===== src/rtl/fp_pkg.sv =====
// Shared single-precision types and constants for the adder front end.
package fp_pkg;

    localparam int EXP_W = 8;
    localparam int MAN_W = 23;
    localparam int SIG_W = MAN_W + 4;

    localparam logic [EXP_W-1:0] EXP_MAX = '1;
    localparam logic [31:0]      QNAN    = 32'h7FC0_0000;

    typedef struct packed {
        logic             sign;
        logic [EXP_W-1:0] exp;
        logic [MAN_W-1:0] frac;
    } fp_t;

    typedef enum logic [2:0] {
        ZERO,
        SUBNORMAL,
        NORMAL,
        INF,
        NAN
    } fp_class_e;

endpackage


===== src/rtl/fp_align_shift_sticky.sv =====
// Logarithmic right shifter; every bit shifted off the end is folded
// into bit 0 so the sticky bit survives any shift distance.
module fp_align_shift_sticky #(
    parameter int SIG_W = 27,
    parameter int D_W   = 8
) (
    input  logic [SIG_W-1:0] sig,
    input  logic [D_W-1:0]   d,
    output logic [SIG_W-1:0] shifted
);

    localparam int LOG = $clog2(SIG_W);

    logic [LOG:0][SIG_W-1:0] stg;

    assign stg[0] = sig;

    for (genvar i = 0; i < LOG; i++) begin : g_stage
        localparam logic [SIG_W-1:0] MASK =
            SIG_W'((64'd1 << (1 << i)) - 64'd1);
        logic lost;
        assign lost = |(stg[i] & MASK);
        assign stg[i+1] = d[i] ?
            ((stg[i] >> (1 << i)) | SIG_W'(lost)) : stg[i];
    end

    // Any high distance bit puts d past the significand width.
    if (D_W > LOG) begin : g_far
        assign shifted = (|d[D_W-1:LOG]) ?
            {{(SIG_W-1){1'b0}}, |sig} : stg[LOG];
    end else begin : g_near
        assign shifted = stg[LOG];
    end

endmodule


===== src/rtl/fp_add_align.sv =====
// Two-stage alignment front end of the single-precision adder.
// Subnormal operands are kept only when FP_ALIGN_SUBNORMAL_EN is defined.
module fp_add_align #(
    parameter int EXP_W = 8,
    parameter int MAN_W = 23
) (
    input  logic                     iClk,
    input  logic                     iRst,
    input  logic                     iValid,
    output logic                     oReady,
    input  logic [EXP_W+MAN_W:0]     iA,
    input  logic [EXP_W+MAN_W:0]     iB,
    input  logic                     iSub,
    output logic                     oValid,
    input  logic                     iReady,
    output logic [EXP_W-1:0]         oExp,
    output logic [MAN_W+3:0]         oManL,
    output logic [MAN_W+3:0]         oManS,
    output logic                     oSign,
    output logic                     oEffSub,
    output logic                     oSpecial,
    output logic [EXP_W+MAN_W:0]     oSpecialRes
);

    import fp_pkg::*;

    localparam int W  = 1 + EXP_W + MAN_W;
    localparam int SW = MAN_W + 4;

    localparam logic [EXP_W-1:0] EMAX = '1;
    localparam logic [W-1:0] QNAN_V =
        {1'b0, EMAX, 1'b1, {(MAN_W-1){1'b0}}};

    function automatic fp_class_e classify(
        input logic [EXP_W-1:0] e,
        input logic [MAN_W-1:0] f
    );
        fp_class_e c;
        unique case (1'b1)
            (e == '0)   && (f == '0): c = ZERO;
            (e == '0)   && (f != '0): c = SUBNORMAL;
            (e == EMAX) && (f == '0): c = INF;
            (e == EMAX) && (f != '0): c = NAN;
            default:                  c = NORMAL;
        endcase
        return c;
    endfunction

    function automatic logic [EXP_W-1:0] eff_exp(
        input fp_class_e        c,
        input logic [EXP_W-1:0] e
    );
`ifdef FP_ALIGN_SUBNORMAL_EN
        return (c == SUBNORMAL) ? EXP_W'(1) : e;
`else
        return (c == SUBNORMAL) ? '0 : e;
`endif
    endfunction

    function automatic logic [SW-1:0] eff_sig(
        input fp_class_e        c,
        input logic [MAN_W-1:0] f
    );
        logic [MAN_W-1:0] fe;
`ifdef FP_ALIGN_SUBNORMAL_EN
        fe = (c == NORMAL || c == SUBNORMAL) ? f : '0;
`else
        fe = (c == NORMAL) ? f : '0;
`endif
        return {c == NORMAL, fe, 3'b000};
    endfunction

    logic             sa, sb;
    logic [EXP_W-1:0] ea, eb, xa, xb, x_l, x_s;
    logic [MAN_W-1:0] fa, fb;
    logic [SW-1:0]    ma, mb, m_l, m_s;
    fp_class_e        ca, cb;
    logic             a_big, sign_l, eff_sub, is_nan, is_inf;
    logic [W-1:0]     spec_res;

    assign {sa, ea, fa} = iA;
    assign sb = iB[W-1] ^ iSub;
    assign eb = iB[W-2:MAN_W];
    assign fb = iB[MAN_W-1:0];

    assign ca = classify(ea, fa);
    assign cb = classify(eb, fb);
    assign xa = eff_exp(ca, ea);
    assign xb = eff_exp(cb, eb);
    assign ma = eff_sig(ca, fa);
    assign mb = eff_sig(cb, fb);

    // Ties keep A as the larger operand.
    assign a_big  = {xa, ma} >= {xb, mb};
    assign x_l    = a_big ? xa : xb;
    assign x_s    = a_big ? xb : xa;
    assign m_l    = a_big ? ma : mb;
    assign m_s    = a_big ? mb : ma;
    assign sign_l = a_big ? sa : sb;

    assign eff_sub = sa ^ sb;
    assign is_nan  = (ca == NAN) || (cb == NAN) ||
                     ((ca == INF) && (cb == INF) && eff_sub);
    assign is_inf  = (ca == INF) || (cb == INF);
    assign spec_res = is_nan ? QNAN_V : {sign_l, EMAX, {MAN_W{1'b0}}};

    logic s1_valid, s2_valid;
    logic s1_load, s2_load, s1_advance;

    assign s2_load    = !s2_valid || iReady;
    assign s1_advance = s1_valid && s2_load;
    assign s1_load    = !s1_valid || s1_advance;
    assign oReady     = s1_load;
    assign oValid     = s2_valid;

    logic [EXP_W-1:0] s1_exp, s1_d;
    logic [SW-1:0]    s1_man_l, s1_man_s;
    logic             s1_sign, s1_eff_sub, s1_special;
    logic [W-1:0]     s1_spec_res;

    always_ff @(posedge iClk) begin
        if (iRst) begin
            s1_valid    <= 1'b0;
            s1_exp      <= '0;
            s1_d        <= '0;
            s1_man_l    <= '0;
            s1_man_s    <= '0;
            s1_sign     <= 1'b0;
            s1_eff_sub  <= 1'b0;
            s1_special  <= 1'b0;
            s1_spec_res <= '0;
        end else if (s1_load) begin
            s1_valid <= iValid;
            if (iValid) begin
                s1_exp      <= x_l;
                s1_d        <= x_l - x_s;
                s1_man_l    <= m_l;
                s1_man_s    <= m_s;
                s1_sign     <= sign_l;
                s1_eff_sub  <= eff_sub;
                s1_special  <= is_nan || is_inf;
                s1_spec_res <= spec_res;
            end
        end
    end

    logic [SW-1:0] man_s_sh;

    fp_align_shift_sticky #(
        .SIG_W (SW),
        .D_W   (EXP_W)
    ) u_shift (
        .sig     (s1_man_s),
        .d       (s1_d),
        .shifted (man_s_sh)
    );

    always_ff @(posedge iClk) begin
        if (iRst) begin
            s2_valid    <= 1'b0;
            oExp        <= '0;
            oManL       <= '0;
            oManS       <= '0;
            oSign       <= 1'b0;
            oEffSub     <= 1'b0;
            oSpecial    <= 1'b0;
            oSpecialRes <= '0;
        end else if (s2_load) begin
            s2_valid <= s1_valid;
            if (s1_valid) begin
                oExp        <= s1_special ? '0 : s1_exp;
                oManL       <= s1_special ? '0 : s1_man_l;
                oManS       <= s1_special ? '0 : man_s_sh;
                oSign       <= s1_sign;
                oEffSub     <= s1_eff_sub;
                oSpecial    <= s1_special;
                oSpecialRes <= s1_special ? s1_spec_res : '0;
            end
        end
    end

endmodule


===== config.mk =====
export PLATFORM = sky130hd
export DESIGN_NAME = fp_add_align
export DESIGN_NICKNAME = d
export VERILOG_FILES = /design/src/rtl/fp_pkg.sv /design/src/rtl/fp_align_shift_sticky.sv /design/src/rtl/fp_add_align.sv
export SDC_FILE = /design/constraint.sdc
export NUM_CORES = 1
export LEC_CHECK = 0
export ABC_AREA = 1
export BUFFER_PORTS_ARGS = -buffer_cell sky130_fd_sc_hd__buf_2
export CORE_MARGIN = 4
export CORE_UTILIZATION = 35
export DETAILED_ROUTE_END_ITERATION = 10
export MAX_ROUTING_LAYER = met4
export REMOVE_ABC_BUFFERS = 1
export SYNTH_ARGS = -nofsm -noshare
export SYNTH_HDL_FRONTEND = slang
export SYNTH_SLANG_ARGS = --single-unit

===== constraint.sdc =====
create_clock -name iClk -period 3.34 [get_ports iClk]
set_input_delay 0.167 -clock iClk [delete_from_list [all_inputs] [get_ports iClk]]
set_output_delay 0.167 -clock iClk [all_outputs]
set_load 0.01 [all_outputs]

==> impl_metrics.tcl, run 1 <==
set metrics [dict create \
    die_h_um 164 \
    startpoint "iA[23]" \
    synth_top_area_share_pct 32.4 \
    clock_skew_ns 0.00535 \
    wl_mm 25.7 \
    path_common_cell "nand2_1" \
    cts_tree "done" \
    critPathSlowestCell "nor4_1" \
    slew_violations 0 \
    peakVddDrop_mv 0.296 \
    wl_per_cell_um 14.6 \
    critPathKind "in -> reg" \
    grt_pass1_wl_mm 42.1 \
    finalCriticalPeriod_ns 2.97 \
    arrival_ns 3.30 \
    tightest_slew_ns 0.731 \
    slew_headroom_pct 51.3 \
    root_buffer "clkbuf_16" \
    setup_viol 0 \
    clock_latency_ns 0.42 \
    antenna_cells 0 \
    hp-start "iReady" \
    die_area_mm2 0.0268 \
    critPathLaunchType "input port" \
    fillerInstances 2564 \
    worst_ep_required_time_ns 3.66 \
    drtAntennaViolNets 0 \
    synthCells 1298 \
    hold_path.class "in -> reg" \
    port_buffers 142 \
    p_per_area_mw_per_mm2 486 \
    cts_setup_buffers 0 \
    synth-seq-cells 137 \
    p_leak_nw 5.11 \
    rsz0062_at_grt "no" \
    cts_sinks 137 \
    synth_top_cell_by_area "dfxtp_1" \
    initial_core_util_pct 35.8 \
    setup_tns_ns 0 \
    yosysWarningCount 0 \
    crit_fanout 36 \
    hpwl_mm 19.1 \
    utilization_pct 43.3 \
    drtPass1Iterations 8 \
    rows 56 \
    antenna_found_initial 0 \
    ys_async_sr_fraction_pct 0 \
    grt_use_total_pct 19.9 \
    cap_violations 0 \
    max_freq_mhz 336 \
    clock_path_buffers 2 \
    final_common_cell "nand2_1" \
    gp_congestion 0.908 \
    cts_resized 0 \
    hold_viol_final 0 \
    synthFlopType "dfxtp_1" \
    worst-path-buf-inv 7 \
    fin_nets 1528 \
    vias 8654 \
    yosysSeqAreaShare_pct 32.4 \
    ys_types 39 \
    grt_pass1_vias 8255 \
    grt_overflow 0 \
    ios 168 \
    viasPerCell 4.92 \
    cpPeakStageDelay_ns 0.34 \
    syn_area_mm2 0.00848 \
    core-area_mm2 0.0237 \
    p_total_w 0.00498 \
    finalCritPeriodShare_pct 89.0 \
    netlist_top_cells_area "dfxtp_1, nand2_1, inv_1" \
    path_delay_family "simple AND/OR/NAND/NOR gates" \
    status "finished clean" \
    path_clk_slew_ns 0.06 \
    grt_max_degree 68 \
    htreeDepth 4 \
    synth.avg_cell_area_um2 6.53 \
    hold_buffers 0 \
    cp-end-kind "register" \
    layout_common_cells "nand2_1, inv_1, buf_2, dfxtp_1, o21ai_0" \
    worstReg2RegStart "s1_d[0]" \
    synth-edff-count 0 \
    die_w_um 164 \
    drc 0 \
    drive_gt1_share_pct 17.4 \
    drtIter0Drc 580 \
    numCtsBuffers 17 \
    syn2layout_area_growth_pct 20.9 \
]
## power breakdown
part           leakage (nW)  switching [W]  internal, W
Clock                 0.313       0.000758      0.00131
Sequential             1.12      0.0000703      0.00174
Combinational          3.67       0.000710     0.000393
## cell usage after synthesis, drive strengths merged, types with 28 or more instances
library cell and number:
clkbuf 63, buf 53, nand2 336, inv 159
ha 32, a21oi 94, o221ai 47, nand3 30
o21ai 110, dfxtp 137, o211ai 28, nor2 103
nor3 28
## tightest hold or removal path: cells and delay by family
family                 cells  cell delay (ns)
AO/OA/AOI/OAI              1             0.07
AND/OR/NAND/NOR            1             0.08
buffers and inverters      2             0.11
## stage by stage
stage / worst slack (ns) / cell area (um^2) / hold slack [ns] / std cells
6_report: 0.366 / 10200 / 0.0505 / 1758
5_1_grt: 0.0782 / 10200 / 0.0740 / 1758
4_1_cts: 0.379 / 10200 / 0.0358 / 1758
3_5_place_dp: -0.00400 / 9610 / 0.452 / 1727
3_3_place_gp: 0.0593 / 9610 / 0.449 / 1727
2_1_floorplan: -0.675 / 7990 / 0.236 / 1206
## cells by family (layout without fill, tap and decap cells)
| logic type | after synthesis | after routing | synth area share, % |
|---|---|---|---|
| AND/OR/NAND/NOR | 545 | 545 | 26.8 |
| AO/OA/AOI/OAI | 292 | 292 | 20.6 |
| buffers and inverters | 278 | 395 | 14.0 |
| flip-flops | 137 | 137 | 32.4 |
| adder cells (fa/ha/maj) | 32 | 32 | 4.72 |
| multiplexers | 10 | 10 | 1.18 |
| XOR/XNOR | 3 | 3 | 0.310 |
| other | 1 | 25 | 0.0442 |
## path summary, 6_finish.rpt
check / slack (ns) / depth (start not counted) / endpoint
setup / recovery: 0.37 / 27 / s1_d[7]
hold / removal: 0.05 / 4 / oValid
setup reg to reg: 0.61 / 12 / oManS[0]
hold reg to reg: 0.46 / 2 / oManL[8]
## metal layers
metal	wire (um)	vias to the layer above	track usage [%]
met3	1020	25	2.50
met2	11400	193	31.1
li1	-	4502	-
met1	12900	3934	27.1
met5	0	-	-
met4	395	0	5.60
## layout make-up
class                           instances  area [um^2]  area share (%)
Multi-Input combinational cell        907         4640            45.3
Sequential cell                       137         2740            26.8
Timing Repair Buffer                  202         1220            11.9
Inverter                              162          608            5.93
Clock buffer                           21          470            4.59
Tap cell                              319          399            3.89
Clock inverter                         10          165            1.61
## sequential cells by signal, indices dropped and copies added (netlist names), 8 cells and up
| name | count |
|---|---|
| oManL | 24 |
| oExp | 8 |
| s1_d | 8 |
| s1_exp | 8 |
| s1_man_l | 24 |
| s1_man_s | 24 |
| oManS | 27 |
Note: power is estimated with default switching activity, not from simulation.
==> run 2, diff against run 1 <==
--- a/config.mk
+++ b/config.mk
@@ -7,10 +7,13 @@
 export LEC_CHECK = 0
 export ABC_AREA = 1
 export BUFFER_PORTS_ARGS = -buffer_cell sky130_fd_sc_hd__buf_2
+export CELL_PAD_IN_SITES_DETAIL_PLACEMENT = 0
+export CELL_PAD_IN_SITES_GLOBAL_PLACEMENT = 1
 export CORE_MARGIN = 4
 export CORE_UTILIZATION = 35
 export DETAILED_ROUTE_END_ITERATION = 10
 export MAX_ROUTING_LAYER = met4
+export PLACE_DENSITY_LB_ADDON = 0.1
 export REMOVE_ABC_BUFFERS = 1
 export SYNTH_ARGS = -nofsm -noshare
 export SYNTH_HDL_FRONTEND = slang
==> run 2 against run 1 <==
Effect of this change: register-to-register slack worse by 0.06 ns; utilization up 0.18 points; clock skew is 0.0036 ns higher; setup slack better by 0.099 ns; design area increased by 0.41%; largest cell class unchanged; sequential power hardly changed.
==> impl_metrics.tcl, run 2 (synthesis gave the netlist of run 1 again) <==
set metrics [dict create \
    die_w_um 164 \
    pre_cts_ws_ns -0.0172 \
    numCtsBuffers 17 \
    arrival_ns 3.19 \
    antenna_found_initial 0 \
    pwr-share-seq_pct 37.3 \
    hold_path.class "in -> reg" \
    hold_buffers 0 \
    power.internal_w 0.00328 \
    wl_mm 26.9 \
    cp-end-kind "register" \
    p_sw_share_pct 32.5 \
    regMostFlops "oManS" \
    cts_sinks 137 \
    fin_nets 1536 \
    critPathLaunchType "input port" \
    setup_viol 0 \
    critPathKind "in -> reg" \
    setup_ws_ns 0.465 \
    wl_per_cell_um 15.2 \
    drc 0 \
    finalCriticalPeriod_ns 2.88 \
    hold_viol_final 0 \
    die_h_um 164 \
    ios 168 \
    switchingPower_w 0.00158 \
    path_delay_family "simple AND/OR/NAND/NOR gates" \
    holdWs_ns 0.0686 \
    path_cells "buf_2 > nor4_1 > buf_4 > nand2_1 > nand2_1 > buf_12 > nor2_1 > ha_1 > a21oi_1 > o21ai_0 > a21oi_1 > nand2_1 > nand2_2 > nand3_4 > nor2_1 > nand2_1 > nand3_1 > nand2_1 > nand2_1 > nand2_1 > nand2_1 > nand2_1 > o21ai_1 > inv_1" \
    cts_tree "done" \
    gp_congestion 0.899 \
    final_common_cell "nand2_1" \
    p_per_area_mw_per_mm2 472 \
    clock_path_buffers 2 \
    p_leak_nw 5.12 \
    initial_core_util_pct 35.8 \
    vias 8680 \
    drtIter0Drc 554 \
    crit_cells 24 \
    finalCritPeriodShare_pct 86.1 \
    grt_use_total_pct 21.1 \
    slew_headroom_pct 38.9 \
    slew_violations 0 \
    htreeDepth 4 \
    cpPeakStageDelay_ns 0.31 \
    clock_skew_ns 0.00890 \
    cap_violations 0 \
    root_buffer "clkbuf_16" \
    design_area_mm2 0.0103 \
    grt_pass1_wl_mm 44.4 \
    grt_overflow 0 \
    r2r_cells 10 \
    max_freq_mhz 348 \
    largest_reg_flops 27 \
    worst-path-buf-inv 4 \
    hpwl_mm 20.1 \
    viasPerCell 4.91 \
    layout_common_cells "nand2_1, inv_1, buf_2, dfxtp_1, o21ai_0" \
    core-area_mm2 0.0237 \
    crit_fanout 26 \
    status "finished clean" \
    rsz0062_at_grt "no" \
    grt_max_degree 81 \
    worst_ep_required_time_ns 3.65 \
    cts_resized 0 \
    cts_setup_buffers 0 \
    syn2layout_area_growth_pct 21.4 \
    antenna_cells 0 \
    setup_tns_ns 0 \
    path_common_cell "nand2_1" \
    p_total_w 0.00485 \
    tightest_slew_ns 0.916 \
    port_buffers 142 \
    die_area_mm2 0.0268 \
    peakVddDrop_mv 0.269 \
    drive_gt1_share_pct 18.0 \
    rows 56 \
    drtAntennaViolNets 0 \
    power_frac_clock_pct 39.4 \
    p_comb_share_pct 23.3 \
    critPathSlowestCell "ha_1" \
    grt_pass1_vias 8347 \
    min_path_cells 4 \
    path_clk_slew_ns 0.06 \
    clock_latency_ns 0.42 \
    drtPass1Iterations 5 \
    placed_area_mm2 0.00970 \
]
==> run 2: layout make-up <==
class / count / area (um^2)
timing repair buffer: 210 / 1310
sequential: 137 / 2740
clock inverter: 13 / 144
tap: 319 / 399
inverter: 162 / 608
multi-input combinational: 907 / 4650
fill: 2611 / 13400
clock buffer: 19 / 443
==> run 2: power groups by stage <==
stage	Clock [W]	Sequential, W	Combinational, W
floorplan	0	0.00185	0.000665
global placement	0	0.00184	0.00113
detailed placement	0	0.00185	0.00113
CTS	0.00196	0.00181	0.00114
global route	0.00205	0.00182	0.00130
finish	0.00191	0.00181	0.00113
==> run 2: per-stage QoR <==
stage / util (%) / cells
2_1_floorplan: - / 1206
3_3_place_gp: 40.9 / 1735
3_5_place_dp: 40.9 / 1735
4_1_cts: 43.4 / 1767
5_1_grt: 43.5 / 1767
6_report: 43.5 / 1767
==> run 2: worst reg2reg max path, delay by kind of cell (launching register included) <==
family | cells | cell delay, ns
AO/OA/AOI/OAI | 6 | 1.05
flip-flops | 1 | 0.80
AND/OR/NAND/NOR | 2 | 0.25
multiplexers | 1 | 0.20
buffers and inverters | 1 | 0.33
==> run 2: per-layer routing <==
metal	GRT usage (%)	routed length (um)	vias to the layer above
met1	29.5	13600	3965
met5	-	0	-
met2	32.9	12200	162
li1	-	-	4534
met4	4.69	266	0
met3	2.45	939	19
==> run 2: path summary, 6_finish.rpt <==
check               startpoint         to  slack [ns]
hold reg to reg   s1_man_l[17]  oManL[17]        0.46
setup reg to reg       s1_d[0]   oManS[0]        0.55
hold / removal          iReady     oValid        0.07
setup / recovery        iA[27]    s1_d[4]        0.46
==> run 3, diff against run 2 <==
--- a/config.mk
+++ b/config.mk
@@ -6,7 +6,7 @@
 export NUM_CORES = 1
 export LEC_CHECK = 0
 export ABC_AREA = 1
-export BUFFER_PORTS_ARGS = -buffer_cell sky130_fd_sc_hd__buf_2
+export BUFFER_PORTS_ARGS = -buffer_cell sky130_fd_sc_hd__buf_4
 export CELL_PAD_IN_SITES_DETAIL_PLACEMENT = 0
 export CELL_PAD_IN_SITES_GLOBAL_PLACEMENT = 1
 export CORE_MARGIN = 4
==> run 3 against run 2 <==
Effect of this change: clock power up 5%; setup slack worse by 0.029 ns; sequential share of layout area is 1.2 points lower; non-clock buffer count grew 14; combinational power increased by 4%; highest routed layer unchanged.
==> impl_metrics.tcl, run 3 (synthesis gave the netlist of run 1 again) <==
set metrics [dict create \
    r2r_end "oManS[0]" \
    die_area_mm2 0.0268 \
    clock_skew_ns 0.00921 \
    largest_reg_flops 27 \
    utilization_pct 45.5 \
    pre_cts_ws_ns -0.00929 \
    crit_fanout 10 \
    cts_setup_buffers 0 \
    arrival_ns 3.23 \
    min_path_cells 4 \
    worstHoldEndpoint "oValid" \
    drtIter0Drc 566 \
    htreeDepth 4 \
    cts_tree "done" \
    max_freq_mhz 344 \
    clock_latency_ns 0.43 \
    cp-end-kind "register" \
    wl_mm 27.6 \
    finalNonFillerCells 1781 \
    hp-start "iReady" \
    status "finished clean" \
    grt_use_total_pct 21.3 \
    vias 8749 \
    r2r_cells 12 \
    cts_resized 0 \
    cap_violations 0 \
    die_w_um 164 \
    rsz0062_at_grt "no" \
    drc 0 \
    viasPerCell 4.91 \
    critPathKind "in -> reg" \
    setup_ws_ns 0.436 \
    port_buffers 142 \
    critPathLaunchType "input port" \
    rows 56 \
    layout_common_cells "nand2_1, buf_4, inv_1, dfxtp_1, o21ai_0" \
    hold_buffers 0 \
    antenna_found_initial 0 \
    wl_per_cell_um 15.5 \
    regMostFlops "oManS" \
    setup_viol 0 \
    hold_path.class "in -> reg" \
    final_common_cell "nand2_1" \
    core-area_mm2 0.0237 \
    antenna_cells 0 \
    r2r_slack_ns 0.55 \
    drtPass1Iterations 5 \
    grt_pass1_vias 8556 \
    ios 168 \
    dp_cells 1749 \
    drive_gt1_share_pct 18.8 \
    worst_ep_required_time_ns 3.66 \
    grt_max_degree 81 \
    initial_core_util_pct 35.8 \
    peakVddDrop_mv 0.324 \
    hpwl_mm 20.6 \
    finalCritPeriodShare_pct 86.9 \
    gp_congestion 0.883 \
    grt_pass1_wl_mm 44.7 \
    root_buffer "clkbuf_16" \
    die_h_um 164 \
    worstReg2RegStart "s1_d[0]" \
    numCtsBuffers 17 \
    finalCriticalPeriod_ns 2.90 \
    fin_nets 1550 \
    cts_sinks 137 \
    grt_overflow 0 \
    clock_path_buffers 2 \
    tightest_slew_ns 0.937 \
    slew_headroom_pct 37.5 \
    syn2layout_area_growth_pct 27.1 \
    drtAntennaViolNets 0 \
    path_clk_slew_ns 0.07 \
    slew_violations 0 \
    hold_viol_final 0 \
    p_leak_nw 5.27 \
    p_per_area_mw_per_mm2 465 \
]
==> run 3: metal layers <==
metal | GRT usage [%] | share of wire (%)
met1 | 29.2 | 49
met2 | 34.1 | 46
met3 | 2.60 | 3.5
met4 | 4.23 | 0.96
met5 | - | 0
==> run 3: layout make-up <==
cell class | instances | area (um^2)
Clock buffer | 17 | 425
Clock inverter | 15 | 181
Fill cell | 2555 | 12900
Inverter | 162 | 608
Multi-Input combinational cell | 907 | 4640
Sequential cell | 137 | 2740
Tap cell | 319 | 399
Timing Repair Buffer | 224 | 1780
==> run 3: stage by stage <==
step | hold WS (ns) | setup TNS (ns) | total power, W | instance area [um^2]
3_3_place_gp | 0.451 | -0.00305 | 0.00303 | 10200
4_1_cts | 0.0278 | 0 | 0.00506 | 10800
2_1_floorplan | 0.236 | -39.20 | 0.00252 | 7990
6_report | 0.0472 | 0 | 0.00501 | 10800
5_1_grt | 0.0886 | 0 | 0.00529 | 10800
3_5_place_dp | 0.453 | -0.0166 | 0.00303 | 10200
==> run 3: how the worst max path moves through the flow <==
stage | startpoint | endpoint | slack [ns] | cells after the start
after CTS | iB[27] | s1_d[7] | 0.43 | 28
after global placement | iB[29] | s1_d[7] | -0.003 | 28
after floorplan | oValid | oManS[12] | -0.68 | 10
after global routing | iA[28] | s1_d[4] | 0.04 | 31
after detailed placement | iB[27] | s1_d[4] | -0.009 | 27
final | iB[23] | s1_d[4] | 0.44 | 27
==> run 3: power breakdown <==
part	switching, W	total (W)	internal (W)	leakage [nW]
clock	0.000875	0.00201	0.00114	0.298
combinational	0.000724	0.00118	0.000461	3.85
sequential	0.0000754	0.00181	0.00174	1.12
==> run 3: worst max-delay path, stage by stage <==
cell	delay, ns
buf_4	0.11
inv_1	0.06
nor4_1	0.34
inv_1	0.11
nand2_1	0.13
inv_1	0.10
buf_4	0.19
nand2_1	0.15
ha_1	0.27
nand2_1	0.07
nand2_1	0.04
nand2_1	0.05
nand2_1	0.05
nand2_1	0.05
nand2_1	0.07
a21oi_2	0.21
nand3_4	0.15
nor2_1	0.15
nand2_1	0.12
nand3_1	0.11
nand2_1	0.10
nand2_1	0.07
nand2_1	0.07
nand2_1	0.07
nand2_1	0.04
o21ai_1	0.13
inv_1	0.05
